### config.mk
export PLATFORM = sky130hd
export DESIGN_NAME = pc_flat
export DESIGN_NICKNAME = d
export VERILOG_FILES = /design/src/rtl/pc_if.sv /design/src/rtl/pc.sv /design/src/flat_wrapper.sv
export SDC_FILE = /design/constraint.sdc
export NUM_CORES = 1
export LEC_CHECK = 0
export ABC_AREA = 1
export ABC_CLOCK_PERIOD_IN_PS = 2710
export BUFFER_PORTS_ARGS = -buffer_cell sky130_fd_sc_hd__buf_4
export CORE_AREA = 2 2 41 43
export CTS_CLUSTER_DIAMETER = 120
export CTS_CLUSTER_SIZE = 24
export DETAILED_ROUTE_END_ITERATION = 12
export DIE_AREA = 0 0 43 45
export GPL_ROUTABILITY_DRIVEN = 0
export GPL_TIMING_DRIVEN = 0
export PLACE_DENSITY_LB_ADDON = 0.12
export SLEW_MARGIN = 20
export SYNTH_ARGS = -nofsm -noshare
export SYNTH_HDL_FRONTEND = slang
export SYNTH_SLANG_ARGS = --single-unit
### constraint.sdc
create_clock -name Clk -period 2.71 [get_ports Clk]
set_input_delay 0 -clock Clk [delete_from_list [all_inputs] [get_ports Clk]]
set_output_delay 0 -clock Clk [all_outputs]
set_load 0.01 [all_outputs]
### src/rtl/pc_if.sv
// Control/datapath side of the program counter: load/increment requests,
// branch target in, current instruction address out.
interface pc_if #(
    parameter int unsigned ADDR_WIDTH = 8
);
    logic                  PC_Load;
    logic                  PC_Inc;
    logic [ADDR_WIDTH-1:0] Dest_Reg;
    logic [ADDR_WIDTH-1:0] PC_Out;

    modport master (
        output PC_Load,
        output PC_Inc,
        output Dest_Reg,
        input  PC_Out
    );

    modport slave (
        input  PC_Load,
        input  PC_Inc,
        input  Dest_Reg,
        output PC_Out
    );
endinterface

### src/rtl/pc.sv
// Program counter: asynchronous clear, then per-edge priority load > increment > hold.
// PC_Out comes straight from the state register.
module pc #(
    parameter int unsigned              ADDR_WIDTH  = 8,
    parameter logic [ADDR_WIDTH-1:0]    RESET_VALUE = '0
) (
    input  logic Clk,
    input  logic PC_Clr,
    pc_if.slave  bus
);
    logic [ADDR_WIDTH-1:0] pc_q;
    logic [ADDR_WIDTH-1:0] pc_d;

    // Next address; increment wraps naturally at the register width.
    always_comb begin
        pc_d = pc_q;
        if (bus.PC_Load) begin
            pc_d = bus.Dest_Reg;
        end else if (bus.PC_Inc) begin
            pc_d = pc_q + ADDR_WIDTH'(1);
        end
    end

    always_ff @(posedge Clk or negedge PC_Clr) begin
        if (!PC_Clr) begin
            pc_q <= RESET_VALUE;
        end else begin
            pc_q <= pc_d;
        end
    end

    assign bus.PC_Out = pc_q;
endmodule

### src/flat_wrapper.sv
// flat-port wrapper written by rule: the top's interface ports become plain ports
module pc_flat 
#(
    parameter int unsigned              ADDR_WIDTH  = 8,
    parameter logic [ADDR_WIDTH-1:0]    RESET_VALUE = '0
)
  (Clk, PC_Clr, bus_PC_Load, bus_PC_Inc, bus_Dest_Reg, bus_PC_Out);
  pc_if #(.ADDR_WIDTH(ADDR_WIDTH)) bus_i ();
  input  logic Clk;
  input  logic PC_Clr;
  input wire logic [$bits(bus_i.PC_Load)-1:0] bus_PC_Load;
  input wire logic [$bits(bus_i.PC_Inc)-1:0] bus_PC_Inc;
  input wire logic [$bits(bus_i.Dest_Reg)-1:0] bus_Dest_Reg;
  output wire logic [$bits(bus_i.PC_Out)-1:0] bus_PC_Out;
  assign bus_i.PC_Load = bus_PC_Load;
  assign bus_i.PC_Inc = bus_PC_Inc;
  assign bus_i.Dest_Reg = bus_Dest_Reg;
  assign bus_PC_Out = bus_i.PC_Out;
  pc #(.ADDR_WIDTH(ADDR_WIDTH), .RESET_VALUE(RESET_VALUE)) u_core (.Clk(Clk), .PC_Clr(PC_Clr), .bus(bus_i));
endmodule
==> results.json <==
{
  "drv_cap": 0,
  "die_w_microns": 43,
  "yosysSeqAreaShare": 0.401,
  "port-buffer-count": 18,
  "cts_tree": "done",
  "clockPowerShare": 0.258,
  "holdPathEnd": "u_core.bus.PC_Out[1]$_DFFE_PN0P_",
  "routedWlPerCell_microns": 10.8,
  "combPwrFrac": 0.293,
  "r2r_cells": 5,
  "grt_max_degree": 11,
  "path_clk_slew_ns": 0.05,
  "sequentialPowerShare": 0.449,
  "fin_skew_ns": 0.000550,
  "routed_wl_mm": 1.17,
  "finalHoldViolCount": 0,
  "status": "complete, no violations",
  "syn2layout_area_growth_pct": 53.6,
  "dp_hpwl_microns": 834,
  "core_area_sq_mm": 0.00147,
  "crit_path_start_kind": "flip-flop",
  "finalNonFillerCells": 108,
  "r2r_start": "u_core.bus.PC_Out[0]$_DFFE_PN0P_",
  "final_util": 0.521,
  "finalCriticalPeriod_ns": 1.11,
  "setup_viol": 0,
  "crit_path_cell_trace": "ha_1 -> nand3_1 -> xnor2_1 -> nand2_1 -> nand2_1",
  "cts_sinks": 8,
  "internal_power_mw": 0.239,
  "dpl.cell_count": 96,
  "rrSetupSlack_ns": 1.60,
  "rows": 14,
  "rsz0062_at_grt": "no",
  "p_leak_nw": 0.379,
  "syn_avg_cell_area_sq_um": 8.05,
  "slew-limit-headroom": 0.852,
  "final_cell_mix": "nand2_1 (22), buf_4 (19), nand3_1 (10)",
  "synth_cell_types": 15,
  "syn_nets": 75,
  "yosysWarningCount": 0,
  "fillers": 160,
  "gr-usage-all-layers": 0.140,
  "holdCritPathClass": "input pin to flip-flop",
  "timing.rr.end": "u_core.bus.PC_Out[4]$_DFFE_PN0P_",
  "grt.overflow.total": 0,
  "cp.required_ns": 2.85,
  "max_stage_delay_ns": 0.41,
  "post-place-ws_ns": 1.61,
  "power_density_mw_per_mm2": 445,
  "slew_violations": 0,
  "synth_area_sq_um": 499,
  "worstHoldStart": "bus_PC_Inc",
  "drt_iter0_markers": 7,
  "yosys_register_bits": 8,
  "crit_path_max_fanout": 5,
  "crit_path_end_kind": "flip-flop",
  "grt_pass1_wl_mm": 1.95,
  "antenna_found_initial": 0,
  "critical_path_class": "flip-flop to flip-flop",
  "mostFrequentLayoutCell": "nand2_1",
  "insertion_delay_ns": 0.25,
  "htreeDepth": 1,
  "worst_slew_pin_slew_ns": 0.222,
  "total_power_mw": 0.341,
  "drive_gt1_frac": 0.293,
  "irDropWorstVdd_mv": 0.209,
  "layout.nets": 107,
  "clockBufferDepth": 2,
  "p_switching_mw": 0.103,
  "p_sw_frac": 0.301,
  "first_pass_iters": 5,
  "ant_nets": 0,
  "first_global_vias": 465,
  "cts-root-buf": "clkbuf_4",
  "design_area_sq_um": 767,
  "die_y_microns": 45,
  "arrival_ns": 1.25,
  "fin_ws_ns": 1.60,
  "cp_slowest_cell": "dfrtp_1",
  "ios": 20,
  "diodes": 0,
  "dieArea_sq_mm": 0.00194,
  "min_period_over_period": 0.410,
  "register_area_sq_um": 200,
  "cts_resized": 0,
  "largest_reg_flops": 8,
  "multi_input_area_sq_um": 277,
  "start_util": 0.339,
  "cts_made_buffers": 3,
  "hold_slack_ns": 0.0666,
  "synthCells": 62,
  "placed_cell_area_sq_um": 654,
  "drc": 0,
  "cp_common_cell": "nand2_1",
  "num_vias": 521,
  "routed_via_density": 4.82,
  "max_freq_ghz": 0.900,
  "whs_path_depth": 4,
  "finalSetupTns_ns": 0
}
[kinds of logic (layout without fill, tap and decap cells)]
group,Yosys count,in the layout,share of synthesized area
simple gates,38,38,0.373
compound gates,8,8,0.120
flops,8,8,0.401
buf+inv,5,35,0.0451
xor+xnor,2,2,0.0351
fa+ha+maj,1,1,0.0251
[final cells by class]
cell class                 count  area share
multi-input combinational     49       0.361
timing repair buffer          27       0.294
sequential                     8       0.261
clock buffer                   3      0.0294
tap                           16      0.0261
inverter                       4      0.0196
buffer                         1     0.00979
[cells in the mapped netlist]
cell	count	area share
buf_4	1	0.015
dfrtp_1	8	0.40
nor2_4	1	0.023
xnor2_1	1	0.018
inv_1	4	0.030
nor2_8	1	0.040
nand3_1	10	0.10
nor2_1	1	0.0075
xor2_1	1	0.018
a22oi_1	6	0.090
nand2_1	22	0.17
o21bai_1	2	0.030
nor2_2	2	0.025
nand2_2	1	0.013
ha_1	1	0.025
[worst max path at each step]
stage               slack [ns]                          endpoint                        startpoint
floorplan                 1.62  u_core.bus.PC_Out[4]$_DFFE_PN0P_  u_core.bus.PC_Out[0]$_DFFE_PN0P_
global placement          1.61  u_core.bus.PC_Out[4]$_DFFE_PN0P_  u_core.bus.PC_Out[0]$_DFFE_PN0P_
detailed placement        1.61  u_core.bus.PC_Out[4]$_DFFE_PN0P_  u_core.bus.PC_Out[0]$_DFFE_PN0P_
CTS                       1.60  u_core.bus.PC_Out[4]$_DFFE_PN0P_  u_core.bus.PC_Out[1]$_DFFE_PN0P_
global route              1.50  u_core.bus.PC_Out[4]$_DFFE_PN0P_  u_core.bus.PC_Out[0]$_DFFE_PN0P_
finish                    1.60  u_core.bus.PC_Out[4]$_DFFE_PN0P_  u_core.bus.PC_Out[0]$_DFFE_PN0P_
[what timing repair did]
item,CTS,global route
setup buffers,0,0
hold buffers,9,0
hold endpoints to repair,16,0
[metal layers]
metal  part of all wire  wire length (microns)  global-route usage
met1               0.43                    502               0.164
met2               0.49                    576               0.230
met3              0.077                     90              0.0720
met4                  0                      0              0.0364
met5                  0                      0                   0
[critical path, delay by kind of cell (launching register included)]
family / cells / cell delay, ns
flops: 1 / 0.41
simple gates: 3 / 0.22
xor+xnor: 1 / 0.15
fa+ha+maj: 1 / 0.23
[power by group through the flow]
stage          sequential (mW)  clock (mW)  combinational, mW
2_1_floorplan            0.158           0             0.0428
3_3_place_gp             0.155           0             0.0896
3_5_place_dp             0.155           0             0.0907
4_1_cts                  0.153      0.0928              0.102
5_1_grt                  0.156       0.103              0.110
6_report                 0.153      0.0880              0.100
Power figures use the tool's default switching activity.
